## src/rtl/ksa_pkg.sv

```systemverilog
// ksa_pkg: shared types and constants for the pipelined approximate Kogge-Stone adder.
// The optional error monitor in the top is enabled by the KSA_ERR_MON_EN macro.
package ksa_pkg;

    // Generate/propagate pair for one bit position or one prefix group.
    typedef struct packed {
        logic g;
        logic p;
    } ksa_gp_t;

    // Width of the mismatch counter.
    localparam int ERR_CNT_W = 16;

    // Pipeline latency: gp stage + one stage per prefix level + sum stage.
    function automatic int ksa_lat(input int width);
        return $clog2(width) + 2;
    endfunction

    // Kogge-Stone group combine: hi covers the more significant span.
    function automatic ksa_gp_t ksa_dot(input ksa_gp_t hi, input ksa_gp_t lo);
        ksa_gp_t r;
        r.g = hi.g | (hi.p & lo.g);
        r.p = hi.p & lo.p;
        return r;
    endfunction

endpackage

```

## src/rtl/ksa_prefix_stage.sv

```systemverilog
// ksa_prefix_stage: one registered Kogge-Stone prefix level at distance DIST.
// Side-band payload and the stage valid bit travel with the gp vector.
// All registers hold while en is low.
module ksa_prefix_stage
    import ksa_pkg::*;
#(
    parameter int WIDTH = 16,
    parameter int DIST  = 1,
    parameter int PAY_W = 1
) (
    input  logic                   clk,
    input  logic                   rst_n,
    input  logic                   en,
    input  logic                   vld_d,
    input  ksa_gp_t [WIDTH-1:0]    gp_d,
    input  logic [PAY_W-1:0]       pay_d,
    output logic                   vld_q,
    output ksa_gp_t [WIDTH-1:0]    gp_q,
    output logic [PAY_W-1:0]       pay_q
);

    ksa_gp_t [WIDTH-1:0] gp_nx;

    // Combine each position with the one DIST below; the low DIST positions pass through.
    always_comb begin
        gp_nx = gp_d;
        for (int i = DIST; i < WIDTH; i++) begin
            gp_nx[i] = ksa_dot(gp_d[i], gp_d[i-DIST]);
        end
    end

    // Stage register, frozen during a global stall.
    always_ff @(posedge clk or negedge rst_n) begin
        if (!rst_n) begin
            vld_q <= 1'b0;
            gp_q  <= '0;
            pay_q <= '0;
        end else if (en) begin
            vld_q <= vld_d;
            gp_q  <= gp_nx;
            pay_q <= pay_d;
        end
    end

endmodule

```

## src/rtl/kogge_stone_approx_pipe.sv

```systemverilog
// kogge_stone_approx_pipe: pipelined adder with a per-transaction approximate mode.
// Approximate mode ORs the low APPROX_K bits, feeds A&B of bit APPROX_K-1 as the
// carry into the exact upper part, and ignores Cin.
// Pipeline: gp register, clog2(WIDTH) prefix registers, sum/output register.
// Define KSA_ERR_MON_EN to carry an exact reference sum and drive err_flag/err_count;
// otherwise both are tied to zero.
module kogge_stone_approx_pipe
    import ksa_pkg::*;
#(
    parameter int WIDTH    = 16,
    parameter int APPROX_K = 8
) (
    input  logic                  clk,
    input  logic                  rst_n,
    input  logic [WIDTH-1:0]      A,
    input  logic [WIDTH-1:0]      B,
    input  logic                  Cin,
    input  logic                  approx_en,
    input  logic                  in_valid,
    output logic                  in_ready,
    output logic [WIDTH-1:0]      Sum,
    output logic                  Cout,
    output logic                  out_valid,
    input  logic                  out_ready,
    output logic                  err_flag,
    output logic [ERR_CNT_W-1:0]  err_count
);

    localparam int LVLS = $clog2(WIDTH);

`ifdef KSA_ERR_MON_EN
    // payload = {exact reference {cout,sum}, carry-in, half-sum}
    localparam int PAY_W = 2*WIDTH + 2;
`else
    // payload = {carry-in, half-sum}
    localparam int PAY_W = WIDTH + 1;
`endif

    logic                 adv;
    logic                 approx_eff;
    logic                 cin_eff;
    ksa_gp_t [WIDTH-1:0]  gp_in;
    logic [WIDTH-1:0]     h_in;
    logic [PAY_W-1:0]     pay_in;

    logic                 s0_vld;
    ksa_gp_t [WIDTH-1:0]  s0_gp;
    logic [PAY_W-1:0]     s0_pay;

    logic                 lvl_vld [0:LVLS];
    ksa_gp_t [WIDTH-1:0]  lvl_gp  [0:LVLS];
    logic [PAY_W-1:0]     lvl_pay [0:LVLS];

    ksa_gp_t [WIDTH-1:0]  fin_gp;
    logic [WIDTH-1:0]     fin_h;
    logic                 fin_cin;
    logic [WIDTH-1:0]     carry;
    logic [WIDTH-1:0]     sum_nx;
    logic                 cout_nx;
    logic                 gp_p_unused;

    logic                 out_valid_q;
    logic [WIDTH-1:0]     sum_q;
    logic                 cout_q;

    // Whole pipeline advances unless a valid result is being held back.
    assign adv      = !(out_valid_q && !out_ready);
    assign in_ready = adv;

    // Per-bit generate/propagate and half-sum; approximate low bits are reshaped so
    // the shared prefix tree yields the approximate carries without a second path.
    always_comb begin
        approx_eff = approx_en && (APPROX_K > 0);
        cin_eff    = Cin && !approx_eff;
        for (int i = 0; i < WIDTH; i++) begin
            gp_in[i].g = A[i] & B[i];
            gp_in[i].p = A[i] ^ B[i];
            h_in[i]    = A[i] ^ B[i];
            if (approx_eff && (i < APPROX_K)) begin
                // Only bit APPROX_K-1 may generate; nothing propagates through the low region.
                gp_in[i].p = 1'b0;
                h_in[i]    = A[i] | B[i];
                if (i != APPROX_K - 1) begin
                    gp_in[i].g = 1'b0;
                end
            end
        end
        // Fold the carry-in into bit 0 so log2(WIDTH) levels still reach Cout.
        gp_in[0].g = gp_in[0].g | (gp_in[0].p & cin_eff);
    end

`ifdef KSA_ERR_MON_EN
    logic [WIDTH:0] ref_in;
    assign ref_in = {1'b0, A} + {1'b0, B} + {{WIDTH{1'b0}}, Cin};
    assign pay_in = {ref_in, cin_eff, h_in};
`else
    assign pay_in = {cin_eff, h_in};
`endif

    // gp stage: captures a transaction (or a bubble) whenever the pipeline advances.
    always_ff @(posedge clk or negedge rst_n) begin
        if (!rst_n) begin
            s0_vld <= 1'b0;
            s0_gp  <= '0;
            s0_pay <= '0;
        end else if (adv) begin
            s0_vld <= in_valid;
            s0_gp  <= gp_in;
            s0_pay <= pay_in;
        end
    end

    assign lvl_vld[0] = s0_vld;
    assign lvl_gp[0]  = s0_gp;
    assign lvl_pay[0] = s0_pay;

    for (genvar l = 0; l < LVLS; l++) begin : g_lvl
        ksa_prefix_stage #(
            .WIDTH (WIDTH),
            .DIST  (1 << l),
            .PAY_W (PAY_W)
        ) u_stage (
            .clk   (clk),
            .rst_n (rst_n),
            .en    (adv),
            .vld_d (lvl_vld[l]),
            .gp_d  (lvl_gp[l]),
            .pay_d (lvl_pay[l]),
            .vld_q (lvl_vld[l+1]),
            .gp_q  (lvl_gp[l+1]),
            .pay_q (lvl_pay[l+1])
        );
    end

    assign fin_gp  = lvl_gp[LVLS];
    assign fin_h   = lvl_pay[LVLS][WIDTH-1:0];
    assign fin_cin = lvl_pay[LVLS][WIDTH];

    // Carries from the completed prefix: carry into bit i is the group generate of bits 0..i-1.
    always_comb begin
        carry    = '0;
        carry[0] = fin_cin;
        for (int i = 1; i < WIDTH; i++) begin
            carry[i] = fin_gp[i-1].g;
        end
        sum_nx  = fin_h ^ carry;
        cout_nx = fin_gp[WIDTH-1].g;
    end

    // Group propagates are not needed once the prefix is complete.
    always_comb begin
        gp_p_unused = 1'b0;
        for (int i = 0; i < WIDTH; i++) begin
            gp_p_unused = gp_p_unused ^ fin_gp[i].p;
        end
    end

    // Output stage: result register and its valid bit.
    always_ff @(posedge clk or negedge rst_n) begin
        if (!rst_n) begin
            out_valid_q <= 1'b0;
            sum_q       <= '0;
            cout_q      <= 1'b0;
        end else if (adv) begin
            out_valid_q <= lvl_vld[LVLS];
            sum_q       <= sum_nx;
            cout_q      <= cout_nx;
        end
    end

    assign out_valid = out_valid_q;
    assign Sum       = sum_q;
    assign Cout      = cout_q;

`ifdef KSA_ERR_MON_EN
    logic                  err_nx;
    logic                  err_q;
    logic [ERR_CNT_W-1:0]  err_cnt_q;

    assign err_nx = lvl_vld[LVLS] && ({cout_nx, sum_nx} != lvl_pay[LVLS][PAY_W-1 -: WIDTH+1]);

    // Mismatch flag travels with the result in the output stage.
    always_ff @(posedge clk or negedge rst_n) begin
        if (!rst_n) begin
            err_q <= 1'b0;
        end else if (adv) begin
            err_q <= err_nx;
        end
    end

    // Count each delivered mismatching result once, saturating at all-ones.
    always_ff @(posedge clk or negedge rst_n) begin
        if (!rst_n) begin
            err_cnt_q <= '0;
        end else if (out_valid_q && out_ready && err_q && (err_cnt_q != '1)) begin
            err_cnt_q <= err_cnt_q + ERR_CNT_W'(1);
        end
    end

    assign err_flag  = err_q;
    assign err_count = err_cnt_q;
`else
    assign err_flag  = 1'b0;
    assign err_count = '0;
`endif

endmodule

```

## config.mk

```make
export PLATFORM = sky130hd
export DESIGN_NAME = kogge_stone_approx_pipe
export DESIGN_NICKNAME = d
export VERILOG_FILES = /design/src/rtl/ksa_pkg.sv /design/src/rtl/ksa_prefix_stage.sv /design/src/rtl/kogge_stone_approx_pipe.sv
export SDC_FILE = /design/constraint.sdc
export NUM_CORES = 1
export LEC_CHECK = 0
export BUFFER_PORTS_ARGS = -buffer_cell sky130_fd_sc_hd__buf_2
export CAP_MARGIN = 30
export CORE_MARGIN = 2
export CORE_UTILIZATION = 45
export CTS_CLUSTER_DIAMETER = 60
export DETAILED_ROUTE_END_ITERATION = 10
export HOLD_SLACK_MARGIN = 0.03
export PLACE_DENSITY = 0.7
export SLEW_MARGIN = 10
export SYNTH_ARGS = -nofsm -noshare
export SYNTH_HDL_FRONTEND = slang
export SYNTH_HIERARCHICAL = 1
export SYNTH_SLANG_ARGS = --single-unit
```

## constraint.sdc

```tcl
create_clock -name clk -period 2 [get_ports clk]
set_clock_uncertainty 0.2 [all_clocks]
set_input_delay 0.6 -clock clk [delete_from_list [all_inputs] [get_ports clk]]
set_output_delay 0.6 -clock clk [all_outputs]
set_load 0.02 [all_outputs]
```

Word-level counts from Yosys, hierarchy flattened
Index checks and enable logic that the tools add are counted.
{"block": "op_classes", "n_mux": 16, "n_reduce_logical": 5, "n_bitwise": 175}
{"operator": "1-bit bitwise AND", "count": 100}
{"operator": "1-bit bitwise OR", "count": 58}
{"operator": "1-bit XOR", "count": 16}
{"operator": "16-bit XOR", "count": 1}
{"operator": "2-bit two-way mux", "count": 7}
{"operator": "1-bit two-way mux", "count": 9}
{"operator": "1-bit logical NOT", "count": 3}
{"operator": "1-bit logical AND", "count": 2}
{"block": "totals", "ff_bits": 237, "output_inout_bits": 36}

Longest topological paths before layout
{"block": "logic_depth", "depth_word": 4, "depth_mapped": 8, "mapped_depth_nobuf": 4}

By module
The synthesis kept the hierarchy.
{"module": "kogge_stone_approx_pipe", "n_inst": 1, "seq_area_each_um2": 1501.4, "area_per_inst_um2": 3268.1, "cells_each": 245}
{"module": "ksa_prefix_stage at g_lvl[1].u_stage", "n_inst": 1, "seq_area_each_um2": 1251.2, "area_per_inst_um2": 2072.0, "cells_each": 165}
{"module": "ksa_prefix_stage at g_lvl[0].u_stage", "n_inst": 1, "seq_area_each_um2": 1251.2, "area_per_inst_um2": 2029.4, "cells_each": 169}
{"module": "ksa_prefix_stage at g_lvl[2].u_stage", "n_inst": 1, "seq_area_each_um2": 1251.2, "area_per_inst_um2": 1980.6, "cells_each": 156}
{"module": "ksa_prefix_stage at g_lvl[3].u_stage", "n_inst": 1, "seq_area_each_um2": 1251.2, "area_per_inst_um2": 1939.4, "cells_each": 139}

Worst setup path before layout
Ideal clock, no wire load.
{"block": "synth_timing", "path_kind": "reg-to-reg", "start": "reg out_valid_q (netlist: out_valid)", "end": "reg g_lvl[2].u_stage.pay_q[10]", "arrival_time_ns": 1.682, "t_required_ns": 1.675, "n_path_buf": 4, "synth_period_minus_slack_ns": 2.007, "stages_incl_launch_ff": 8, "setup_slack_ns": -0.007, "cell_sequence": "dfrtp_1 > buf_6 > nor2b_4 > inv_2 > buf_6 > buf_6 > buf_6 > mux2_4"}
{"block": "synth_via", "elab_chain_cells": 1}
{"element": "from (decl)", "line": "kogge_stone_approx_pipe.sv:62", "source": "logic out_valid_q;"}
{"element": "from (signal assigned)", "line": "kogge_stone_approx_pipe.sv:165", "source": "out_valid_q <= lvl_vld[LVLS];"}
{"element": "1-bit logical AND", "line": "kogge_stone_approx_pipe.sv:67", "source": "assign adv = !(out_valid_q && !out_ready);"}
{"element": "to (signal assigned)", "line": "ksa_prefix_stage.sv:41", "source": "pay_q <= pay_d;"}
{"element": "to (decl)", "line": "ksa_prefix_stage.sv:19", "source": "output logic [PAY_W-1:0] pay_q"}
No other way between the ends.
A chain may end at the register's enable or synchronous reset.

Final worst setup path
{"block": "layout_timing", "start": "reg out_valid_q (netlist: out_valid)", "end": "out out_valid"}
{"element": "to (decl)", "line": "kogge_stone_approx_pipe.sv:23", "source": "output logic out_valid,"}
No word-level cell between the ends.

==> results.cfg <==
[setup_path]
max_stage_delay_ps = 420
crit_type = flip-flop to output port
cp.arrival_ps = 1300
cpMostUsedCell = buf_6
start_kind = flip-flop
cp.required_ps = 1200
cp_slowest_cell = dfrtp_1
path_buf_inv = 3
reg2reg_from = out_valid
setup.worst_path.end_class = output port
path_cells = buf_4 > buf_6 > buf_6
cp.depth = 3
r2r_slack_ps = 60
crit_start = out_valid
crit_family = flip-flops
ff2ff_path_depth = 7
crit_fanout = 2

[die]
initial_core_util_pct = 46.1
core_area_um2 = 21900
die_w_um = 154
core.rowCount = 54
die_y_um = 154
die-area_um2 = 23600
ios = 74

[clocking]
clkTransAtPathRegs_ps = 60
root_buffer = clkbuf_16
clk_latency_ps = 500
clock_sinks = 229
clockBufferDepth = 3
cts_tree = built
numCtsBuffers = 23
htree_levels = 1

[logic_synthesis]
synth_warnings = 6
synthCells = 780
syn_avg_cell_area_um2 = 12.9
synth_area_um2 = 10100

[status]
status = finished with violations
violations = negative setup slack

[layout]
final_util_pct = 52.5
drive_gt1_share_pct = 30.9
fillers = 1887
syn_to_final_growth_pct = 13.9
fin_area_um2 = 11500
seqCellArea_um2 = 5730
antenna_cells = 0
nets = 911
multi_input_area_um2 = 3750

[placed_design]
hpwl_um = 12200
postPlaceCellArea_um2 = 10700
gp_congestion = 0.784
port_buffers = 56

[global_route]
antenna_found_initial = 0
grt_pass1_wl_um = 30300
grt_max_degree = 52
grt_overflow = 0
grt_usage_pct = 15.5
grt_pass1_vias = 5768

[detailed_routing]
drc = 0
routed_wl_um = 17800
wire_per_inst_um = 15.5
dr.pass1.iters = 5
drt_iter0_markers = 395
final_antenna_net_count = 0
vias_per_cell = 4.98
dr_total_vias = 5694

[timing]
rsz0062_at_grt = yes
setup-tns-final_ps = -207
post-route-period-util_pct = 105
setup_viol_count_final = 2
hold_viol = 0
drv_slew = 0
timing.final.ws_setup_ps = -104
fmax_mhz = 475
min_period_ps = 2100

[worst_hold_path]
hold_start = in_valid
min_path_cells = 2
min_path_type = primary input to flip-flop

[job]
maxCapViolCount = 0

[power]
p_leak_uw = 0.00541
ir_drop_v = 0.000603
p_per_area_nw_per_um2 = 1500
## layout by cell type, fill, tap and decap left out, types with 4 or more instances in the layout
cell type / instances
nor2_1: 55
o21ai_2: 4
nand3_1: 34
o21ai_0: 30
and2_1: 6
mux2_4: 95
buf_4: 14
buf_2: 53
mux2_2: 41
dfrtp_1: 229
a21oi_1: 99
nand3b_1: 7
ha_1: 24
xor2_1: 16
conb_1: 17
buf_6: 4
buf_12: 14
nor2b_1: 16
o31ai_1: 7
clkbuf_16: 23
clkbuf_8: 7
inv_1: 50
## cell type report
class | count | share of cell area, %
clock buffers | 33 | 5.94
repair buffers | 87 | 6.27
multi-input cells | 457 | 32.6
flip-flops and latches | 229 | 49.8
well taps | 280 | 3.05
clock inverters | 7 | 0.598
inverters | 51 | 1.73
## path summary, 6_finish.rpt
path,end
worst min register to register,out_valid
max in group asynchronous,g_lvl[1].u_stage/gp_q[3]
min in group asynchronous,s0_pay[4]
worst min-delay path,s0_vld
worst max-delay path,out_valid
worst max register to register,g_lvl[2].u_stage/pay_q[13]
## worst register-to-register path, delay by kind of cell (launching register included)
kind / cells / cell delay (ps)
muxes: 1 / 340
and+or+nand+nor: 1 / 170
DFF: 1 / 420
buffers and inverters: 5 / 710
## sequential cells by signal (all words and copies together) (netlist names)
name	cells
Cout	1
Sum	16
g_lvl.u_stage/gp_q	98
g_lvl.u_stage/pay_q	68
g_lvl.u_stage/vld_q	4
lvl_gp	23
out_valid	1
s0_pay	17
s0_vld	1
## where the power goes
| group | switching (uW) | internal, uW | total (uW) |
|---|---|---|---|
| clock network | 1690 | 2500 | 4190 |
| registers | 1500 | 6530 | 8030 |
| logic | 2070 | 3010 | 5090 |
| total | 5270 | 12000 | 17300 |
## stage by stage
| stage | hold WS, ps | cells | power [uW] | worst slack [ps] |
|---|---|---|---|---|
| 6_report | 123 | 1144 | 17300 | -104 |
| 5_1_grt | 105 | 1144 | 18400 | -146 |
| 4_1_cts | 104 | 1140 | 17400 | -105 |
| 3_5_place_dp | 263 | 1097 | 13100 | 52.3 |
| 3_3_place_gp | 247 | 1097 | 12900 | 53.3 |
| 2_1_floorplan | 104 | 796 | 11700 | 15.7 |
## timing repair
action                                  in CTS  in global routing
hold buffers                                 1                  0
resized for setup                            2                  4
endpoints found under the setup margin       2                  2
buffers inserted                             2                  4
gates cloned                                 0                  0
endpoints found under the hold margin       43                  0
## layer usage
layer / track usage [%] / up-vias / wire, um
met5: 0 / - / 0
met4: 4.41 / 0 / 329
met3: 2.23 / 27 / 637
met2: 24.1 / 83 / 8190
met1: 23.0 / 2824 / 8630
li1: - / 2760 / -
(Power assumes the default switching activity.)
